### src/rtl/alu_issue_32.sv
// alu_issue_32 - registered issue stage in front of alu_32.
//
// Takes a MIPS instruction word and its rs/rt operand values over a
// valid/ready handshake. It decodes opcode/funct into the ALU control code,
// the shift amount, operand B and the writeback/trap side-band bits. The
// result is then presented to the execute side over a second valid/ready
// handshake.
//
// Build option: define ALU_ISSUE_SKID_EN to add a skid entry (S) behind the
// main output register (M). In_ready is then registered and equals "S empty".
// Without it, in_ready = !out_valid | out_ready (combinational), and only
// M exists.
//
// Ports
//   clk, rst_n           clock, async active-low reset
//   flush                synchronous discard of all buffered entries
//   in_valid/in_ready    upstream handshake
//   in_instr             instruction word
//   in_rs_val/in_rt_val  register operand values
//   out_valid/out_ready  execute-side handshake
//   out_a, out_b         ALU operands
//   out_control          ALU control code
//   out_shamt            instr[10:6]
//   out_wr_en/out_wr_reg writeback enable / destination
//   out_ovf_trap         signed overflow must trap
//   out_illegal          instruction not decodable
//
// state | meaning
// EMPTY | M invalid
// ONE   | M valid, S empty
// FULL  | M and S valid (skid build only)

module alu_issue_32 (
   input  logic        clk,
   input  logic        rst_n,
   input  logic        flush,
   input  logic        in_valid,
   output logic        in_ready,
   input  logic [31:0] in_instr,
   input  logic [31:0] in_rs_val,
   input  logic [31:0] in_rt_val,
   output logic        out_valid,
   input  logic        out_ready,
   output logic [31:0] out_a,
   output logic [31:0] out_b,
   output logic [3:0]  out_control,
   output logic [4:0]  out_shamt,
   output logic        out_wr_en,
   output logic [4:0]  out_wr_reg,
   output logic        out_ovf_trap,
   output logic        out_illegal
);

   localparam logic [3:0] CTRL_SLL  = 4'b0000;
   localparam logic [3:0] CTRL_SRL  = 4'b0010;
   localparam logic [3:0] CTRL_ADD  = 4'b1000;
   localparam logic [3:0] CTRL_SLT  = 4'b1001;
   localparam logic [3:0] CTRL_SUB  = 4'b1010;
   localparam logic [3:0] CTRL_SLTU = 4'b1011;
   localparam logic [3:0] CTRL_AND  = 4'b1100;
   localparam logic [3:0] CTRL_OR   = 4'b1101;
   localparam logic [3:0] CTRL_XOR  = 4'b1110;

   typedef struct packed {
      logic [31:0] a;
      logic [31:0] b;
      logic [3:0]  control;
      logic [4:0]  shamt;
      logic        wr_en;
      logic [4:0]  wr_reg;
      logic        ovf_trap;
      logic        illegal;
   } entry_t;

   logic [5:0]  opcode;
   logic [5:0]  funct;
   logic [4:0]  rt;
   logic [4:0]  rd;
   logic [15:0] imm;
   logic [31:0] imm_sext;
   logic [31:0] imm_zext;
   logic        unused_rs_field;

   assign opcode          = in_instr[31:26];
   assign rt              = in_instr[20:16];
   assign rd              = in_instr[15:11];
   assign funct           = in_instr[5:0];
   assign imm             = in_instr[15:0];
   assign imm_sext        = {{16{imm[15]}}, imm};
   assign imm_zext        = {16'h0000, imm};
   // rs selects the operand upstream; only its value is needed here.
   assign unused_rs_field = ^in_instr[25:21];

   entry_t dec;

   // Undecodable encodings fall through with R-type operand routing,
   // control=add, no writeback and no trap.
   always_comb begin
      dec          = '0;
      dec.a        = in_rs_val;
      dec.b        = in_rt_val;
      dec.shamt    = in_instr[10:6];
      dec.wr_reg   = rd;
      dec.control  = CTRL_ADD;
      dec.wr_en    = 1'b0;
      dec.ovf_trap = 1'b0;
      dec.illegal  = 1'b1;
      if (opcode == 6'h00) begin
         dec.illegal = 1'b0;
         dec.wr_en   = 1'b1;
         case (funct)
            6'h00:   dec.control = CTRL_SLL;
            6'h02:   dec.control = CTRL_SRL;
            6'h20: begin
               dec.control  = CTRL_ADD;
               dec.ovf_trap = 1'b1;
            end
            6'h21:   dec.control = CTRL_ADD;
            6'h22: begin
               dec.control  = CTRL_SUB;
               dec.ovf_trap = 1'b1;
            end
            6'h23:   dec.control = CTRL_SUB;
            6'h24:   dec.control = CTRL_AND;
            6'h25:   dec.control = CTRL_OR;
            6'h26:   dec.control = CTRL_XOR;
            6'h2A:   dec.control = CTRL_SLT;
            6'h2B:   dec.control = CTRL_SLTU;
            default: begin
               dec.illegal = 1'b1;
               dec.wr_en   = 1'b0;
            end
         endcase
      end else begin
         case (opcode)
            6'h08, 6'h09, 6'h23, 6'h2B: begin
               dec.illegal  = 1'b0;
               dec.control  = CTRL_ADD;
               dec.b        = imm_sext;
               dec.wr_reg   = rt;
               dec.wr_en    = (opcode != 6'h2B);
               dec.ovf_trap = (opcode == 6'h08);
            end
            6'h0A, 6'h0B: begin
               dec.illegal = 1'b0;
               dec.control = (opcode == 6'h0A) ? CTRL_SLT : CTRL_SLTU;
               dec.b       = imm_sext;
               dec.wr_reg  = rt;
               dec.wr_en   = 1'b1;
            end
            6'h0C, 6'h0D, 6'h0E: begin
               dec.illegal = 1'b0;
               dec.control = (opcode == 6'h0C) ? CTRL_AND :
                             (opcode == 6'h0D) ? CTRL_OR  : CTRL_XOR;
               dec.b       = imm_zext;
               dec.wr_reg  = rt;
               dec.wr_en   = 1'b1;
            end
            6'h04, 6'h05: begin
               dec.illegal = 1'b0;
               dec.control = CTRL_SUB;
               dec.wr_reg  = rt;
               dec.wr_en   = 1'b0;
            end
            default: ;
         endcase
      end
   end

   entry_t m_q;
   logic   out_valid_q;
   logic   accept;

`ifdef ALU_ISSUE_SKID_EN
   typedef enum logic [1:0] {EMPTY, ONE, FULL} state_e;

   state_e state_q;
   entry_t s_q;
   logic   in_ready_q;

   assign in_ready = in_ready_q;
   assign accept   = in_valid & in_ready_q;

   // in_ready_q tracks "S empty" one cycle ahead, so it never looks at
   // out_ready combinationally.
   always_ff @(posedge clk or negedge rst_n) begin
      if (!rst_n) begin
         state_q     <= EMPTY;
         m_q         <= '0;
         s_q         <= '0;
         out_valid_q <= 1'b0;
         in_ready_q  <= 1'b1;
      end else if (flush) begin
         state_q     <= EMPTY;
         m_q         <= '0;
         s_q         <= '0;
         out_valid_q <= 1'b0;
         in_ready_q  <= 1'b1;
      end else begin
         case (state_q)
            EMPTY: begin
               if (accept) begin
                  m_q         <= dec;
                  out_valid_q <= 1'b1;
                  state_q     <= ONE;
               end
            end
            ONE: begin
               if (accept && out_ready) begin
                  m_q <= dec;
               end else if (accept) begin
                  s_q        <= dec;
                  in_ready_q <= 1'b0;
                  state_q    <= FULL;
               end else if (out_ready) begin
                  out_valid_q <= 1'b0;
                  state_q     <= EMPTY;
               end
            end
            FULL: begin
               if (out_ready) begin
                  m_q        <= s_q;
                  in_ready_q <= 1'b1;
                  state_q    <= ONE;
               end
            end
            default: begin
               state_q     <= EMPTY;
               out_valid_q <= 1'b0;
               in_ready_q  <= 1'b1;
            end
         endcase
      end
   end
`else
   typedef enum logic {EMPTY, ONE} state_e;

   state_e state_q;

   assign in_ready = !out_valid_q | out_ready;
   assign accept   = in_valid & in_ready;

   always_ff @(posedge clk or negedge rst_n) begin
      if (!rst_n) begin
         state_q     <= EMPTY;
         m_q         <= '0;
         out_valid_q <= 1'b0;
      end else if (flush) begin
         state_q     <= EMPTY;
         m_q         <= '0;
         out_valid_q <= 1'b0;
      end else begin
         case (state_q)
            EMPTY: begin
               if (accept) begin
                  m_q         <= dec;
                  out_valid_q <= 1'b1;
                  state_q     <= ONE;
               end
            end
            ONE: begin
               // accept in ONE implies out_ready, so M is simply replaced.
               if (accept) begin
                  m_q <= dec;
               end else if (out_ready) begin
                  out_valid_q <= 1'b0;
                  state_q     <= EMPTY;
               end
            end
         endcase
      end
   end
`endif

   assign out_valid    = out_valid_q;
   assign out_a        = m_q.a;
   assign out_b        = m_q.b;
   assign out_control  = m_q.control;
   assign out_shamt    = m_q.shamt;
   assign out_wr_en    = m_q.wr_en;
   assign out_wr_reg   = m_q.wr_reg;
   assign out_ovf_trap = m_q.ovf_trap;
   assign out_illegal  = m_q.illegal;

endmodule
### config.mk
export PLATFORM = sky130hd
export DESIGN_NAME = alu_issue_32
export DESIGN_NICKNAME = d
export VERILOG_FILES = /design/src/rtl/alu_issue_32.sv
export SDC_FILE = /design/constraint.sdc
export NUM_CORES = 1
export LEC_CHECK = 0
export CAP_MARGIN = 20
export CORE_MARGIN = 3
export CORE_UTILIZATION = 62
export CTS_BUF_LIST = sky130_fd_sc_hd__clkbuf_16
export DETAILED_ROUTE_END_ITERATION = 8
export DONT_BUFFER_PORTS = 1
export PLACE_DENSITY = 0.87
export SLEW_MARGIN = 30
export SYNTH_ARGS = -nofsm -noshare
export SYNTH_HDL_FRONTEND = slang
export SYNTH_SLANG_ARGS = --single-unit
export TNS_END_PERCENT = 50
### constraint.sdc
create_clock -name clk -period 3.5 [get_ports clk]
set_input_delay 1.05 -clock clk [delete_from_list [all_inputs] [get_ports clk]]
set_output_delay 1.05 -clock clk [all_outputs]
set_load 0.01 [all_outputs]
[Word-level counts from Yosys, hierarchy flattened]
Index checks and enable logic that the tools add are counted.
Storage, ports and cells
  flip-flop bits (word level): 83
  bits in latches: 0
  memory bits (writable): 0
  ROM bits: 0
  input bits: 101
  output and inout port bits: 83
  word-level logic and storage cells: 82
  memories kept: 0
Operators by class
  add/sub/neg operators: 0
  multipliers: 0
  div/mod/pow operators: 0
  $lt $le $gt $ge: 0
  equality and inequality tests: 25
  shift-type cells: 0
  muxes and demuxes: 29
  bitwise logic cells: 3
  reduce and logical (&&, ||, !) cells: 15
Operators with widths (count)
  $mux W81: 2
  $eq A6 B6 Y1 const B: 11
  $pmux W32 S2: 1
  $eq A6 B4 Y1 const B: 7
  $mux W32: 1
  $pmux W4 S8: 1
  $reduce_or A11 Y1: 2
  $pmux W6 S3: 1
  $mux W1: 14
  $eq A6 B3 Y1 const B: 2
  $logic_not A6 Y1: 2
  $ne A3 B3 Y1 const B: 3
  $pmux W3 S3: 1
  $mux W2: 4
  $reduce_or A2 Y1: 4
  $eq A6 B2 Y1 const B: 1
  $ne A6 B6 Y1 const B: 1
  $reduce_or A6 Y1: 1
  $mux W5: 1
  $reduce_or A5 Y1: 1
  $mux W4: 1
  $pmux W1 S2: 2
  $reduce_or A4 Y1: 1
  $reduce_and A3 Y1: 1
  6 further kinds: 6

[Depth between registers and ports, before layout]
  depth in word-level cells: 7
  mapped depth: 8
  depth with buffers taken out: 5

[Worst setup path after synthesis]
No wires, ideal clock.
  path kind: input to output
  from: in out_ready
  to: out in_ready
  arrival: 1.307 ns
  data required time: 2.450 ns
  setup slack: 1.143 ns
  stages on the path: 2
  buffers on the path: 0
  path through: nor2b_1 -> inv_1
On the way
  cells in the longest elaborated chain, start to end: 1
Ends and longest elaborated chain
  from (decl): RTL line 43  | input logic out_ready,
  $or A1 B1 Y1: RTL line 240  | assign in_ready = !out_valid_q | out_ready;
  to (decl): RTL line 38  | output logic in_ready,
No other way between the ends.

[Worst setup path after layout]
Same ends and word-level chain as after synthesis.

==> flow_metrics.tcl <==
set metrics [dict create \
    status "completed" \
    grt-ovfl-total 0 \
    drv_slew 0 \
    grt_pass1_vias 2235 \
    ys_ff_latch 83 \
    min_period_ns 2.484 \
    first_pass_iters 4 \
    hpwlAfterDp_um 5782 \
    skew_ns 0.002872 \
    fillers 392 \
    nets 391 \
    synth_seq_area_share 0.5768 \
    drc 0 \
    viasPerCell 6.692 \
    dieWidth_um 82.21 \
    rsz0062_at_grt "false" \
    yosys_warnings 0 \
    crit_path_end_kind "primary output" \
    htree_levels 3 \
    track_usage 0.2304 \
    clk_pin_slew_ns 0.06 \
    area_growth_pct 8.617 \
    gp_congestion 0.7808 \
    clock_path_buffers 2 \
    yosys-top-cells-area "dfrtp_1 (58%), a22o_1 (9.5%), a221o_1 (5.8%)" \
    final_layout_size_suffix_gt1_frac 0.08814 \
    slew_headroom 0.5299 \
    postCtsSetupBuffers 0 \
    syn_nets 402 \
    finalSetupViolations 0 \
    ir_worst_vdd_mv 0.4679 \
    synth_area_um2 3601 \
    period_share 0.7098 \
    crit_type "input pin to primary output" \
    routed_wl_um 8234 \
    fin_cells 367 \
    clockRootBuffer "clkbuf_16" \
    combPwrFrac 0.063 \
    hold_viol 0 \
    hp-class "input pin to async pin" \
    pwr-share-seq 0.478 \
    syn_area_per_cell_um2 11.96 \
    critPathBufInv 1 \
    synth-async-reset-ratio 1.000 \
    fmax_mhz 402.6 \
    dp.cells 351 \
    crit_path_max_fanout 3 \
    powerDensity_nw_per_um2 586.9 \
    cts_resized 0 \
    ys_types 40 \
    p_sw_frac 0.2218 \
    worst_pin_slew_ns 0.7051 \
    grt_max_degree 84 \
    detail-route-antenna-nets 0 \
    coreArea_um2 5574 \
    start_kind "input pin" \
    yosysTopAreaCellShare 0.5768 \
    cap_viol_max_count 0 \
    path_cells "nor2b_1, inv_1" \
    drt_iter0_drc 134 \
    yosysTopAreaCell "dfrtp_1" \
    totalPowerFinal_mw 2.296 \
    die_h_um 82.21 \
    die_area_um2 6758 \
    critPathSlowestCell "nor2b_1" \
    slowest_delay_ns 0.20 \
    p_switching_uw 509.1 \
    worstPathRequired_ns 2.45 \
    antenna_cells 0 \
    wl_per_cell_um 22.44 \
    p_leak_nw 1.842 \
    numCtsBuffers 9 \
    tritoncts "yes" \
    cp.arrival_ns 1.43 \
    internal-power_mw 1.787 \
    cts.sinks 83 \
    synthesis.instances 301 \
    crit_family "simple AND/OR/NAND/NOR gates" \
    io_pins 184 \
    clk_latency_ns 0.32 \
    synth_edf_count 0 \
    start_util 0.6460 \
    rows 27 \
    dr_total_vias 2456 \
    port_buffers 0 \
    synth-main-ff-cell "dfrtp_1" \
    setup_tns_ns 0 \
    antenna_found_initial 0 \
    grt_pass1_wl_um 11430 \
    hold_buffers 0 \
    p_clk_frac 0.459 \
]
==> layout make-up <==
class / instances / area [um2] / share of cell area
well taps: 72 / 90.09 / 0.02303
clock buffers: 9 / 225.2 / 0.05758
multi-input cells: 189 / 1363 / 0.3484
flip-flops and latches: 83 / 2077 / 0.5310
inverters: 3 / 11.26 / 0.002879
repair buffers: 4 / 30.03 / 0.007678
clock inverters: 7 / 115.1 / 0.02943
==> synthesized netlist by cell type, drive strengths merged (2+ instances only) <==
library cell / count
a21oi: 9
nand2: 29
a22o: 39
a221o: 21
o21ai: 22
dfrtp: 83
a311oi: 2
nor3: 2
inv: 3
mux2i: 16
nand3b: 2
nand3: 3
nand4b: 3
o31ai: 2
a2bb2oi: 2
nand2b: 4
buf: 16
or4: 2
nor2b: 4
clkbuf: 10
and2: 6
or3: 2
nor2: 8
and3: 2
==> layout by cell type (no fill, tap or decap), types with 3 or more instances in the layout <==
master and count:
dfrtp_1 83, a22o_1 39, nand2_1 29, o21ai_0 21, a221o_1 21, mux2i_1 16, clkbuf_16 9, a21oi_1 8
nor2_1 6, and2_1 5, nor2b_1 4, inv_1 4, nand2b_1 4, buf_4 4, nand3_1 3, nand4b_1 3
bufinv_16 3
==> routing by layer <==
metal	GRT usage	vias to the layer above	wire length [um]
met5	0	-	0
met4	0.08140	0	108
met3	0.08785	12	949
met2	0.3798	156	4097
met1	0.2757	1183	3079
li1	-	1105	-
==> cell families (layout without fill, tap and decap cells) <==
kind of cell | Yosys count | count (layout) | synth area share
buffers and inverters | 29 | 23 | 0.04760
flip-flops | 83 | 83 | 0.5768
AO/OA/AOI/OAI | 101 | 101 | 0.2252
AND/OR/NAND/NOR | 72 | 72 | 0.1060
multiplexers | 16 | 16 | 0.04447
==> stage by stage <==
step	utilization	hold slack (ns)	setup WS [ns]	instance area, um2
6_report	0.7017	0.4200	1.016	3911
5_1_grt	0.7017	0.4017	0.9610	3911
4_1_cts	0.7017	0.4092	1.006	3911
3_5_place_dp	0.6406	0.4497	0.9717	3571
3_3_place_gp	0.6406	0.4274	0.9983	3571
2_1_floorplan	-	0.4194	1.143	3601
==> power by group through the flow <==
stage | logic [mW] | registers [mW] | clock network (mW)
2_1_floorplan | 0.137 | 1.10 | 0
3_3_place_gp | 0.140 | 1.11 | 0
3_5_place_dp | 0.146 | 1.11 | 0
4_1_cts | 0.146 | 1.10 | 1.07
5_1_grt | 0.160 | 1.10 | 1.12
6_report | 0.144 | 1.10 | 1.05
==> path summary, 6_finish.rpt <==
check | start | endpoint | slack [ns] | cells after the start
max in group asynchronous | rst_n | out_b[10] | 2.93 | 0
hold / removal | rst_n | out_wr_reg[2] | 0.42 | 0
setup / recovery | out_ready | in_ready | 1.02 | 2
min in group clk | state_q | out_valid | 0.46 | 1
setup reg to reg | out_valid | out_b[1] | 1.63 | 4
hold reg to reg | state_q | out_valid | 0.46 | 1
No activity file was read; power rests on OpenSTA's default activity.
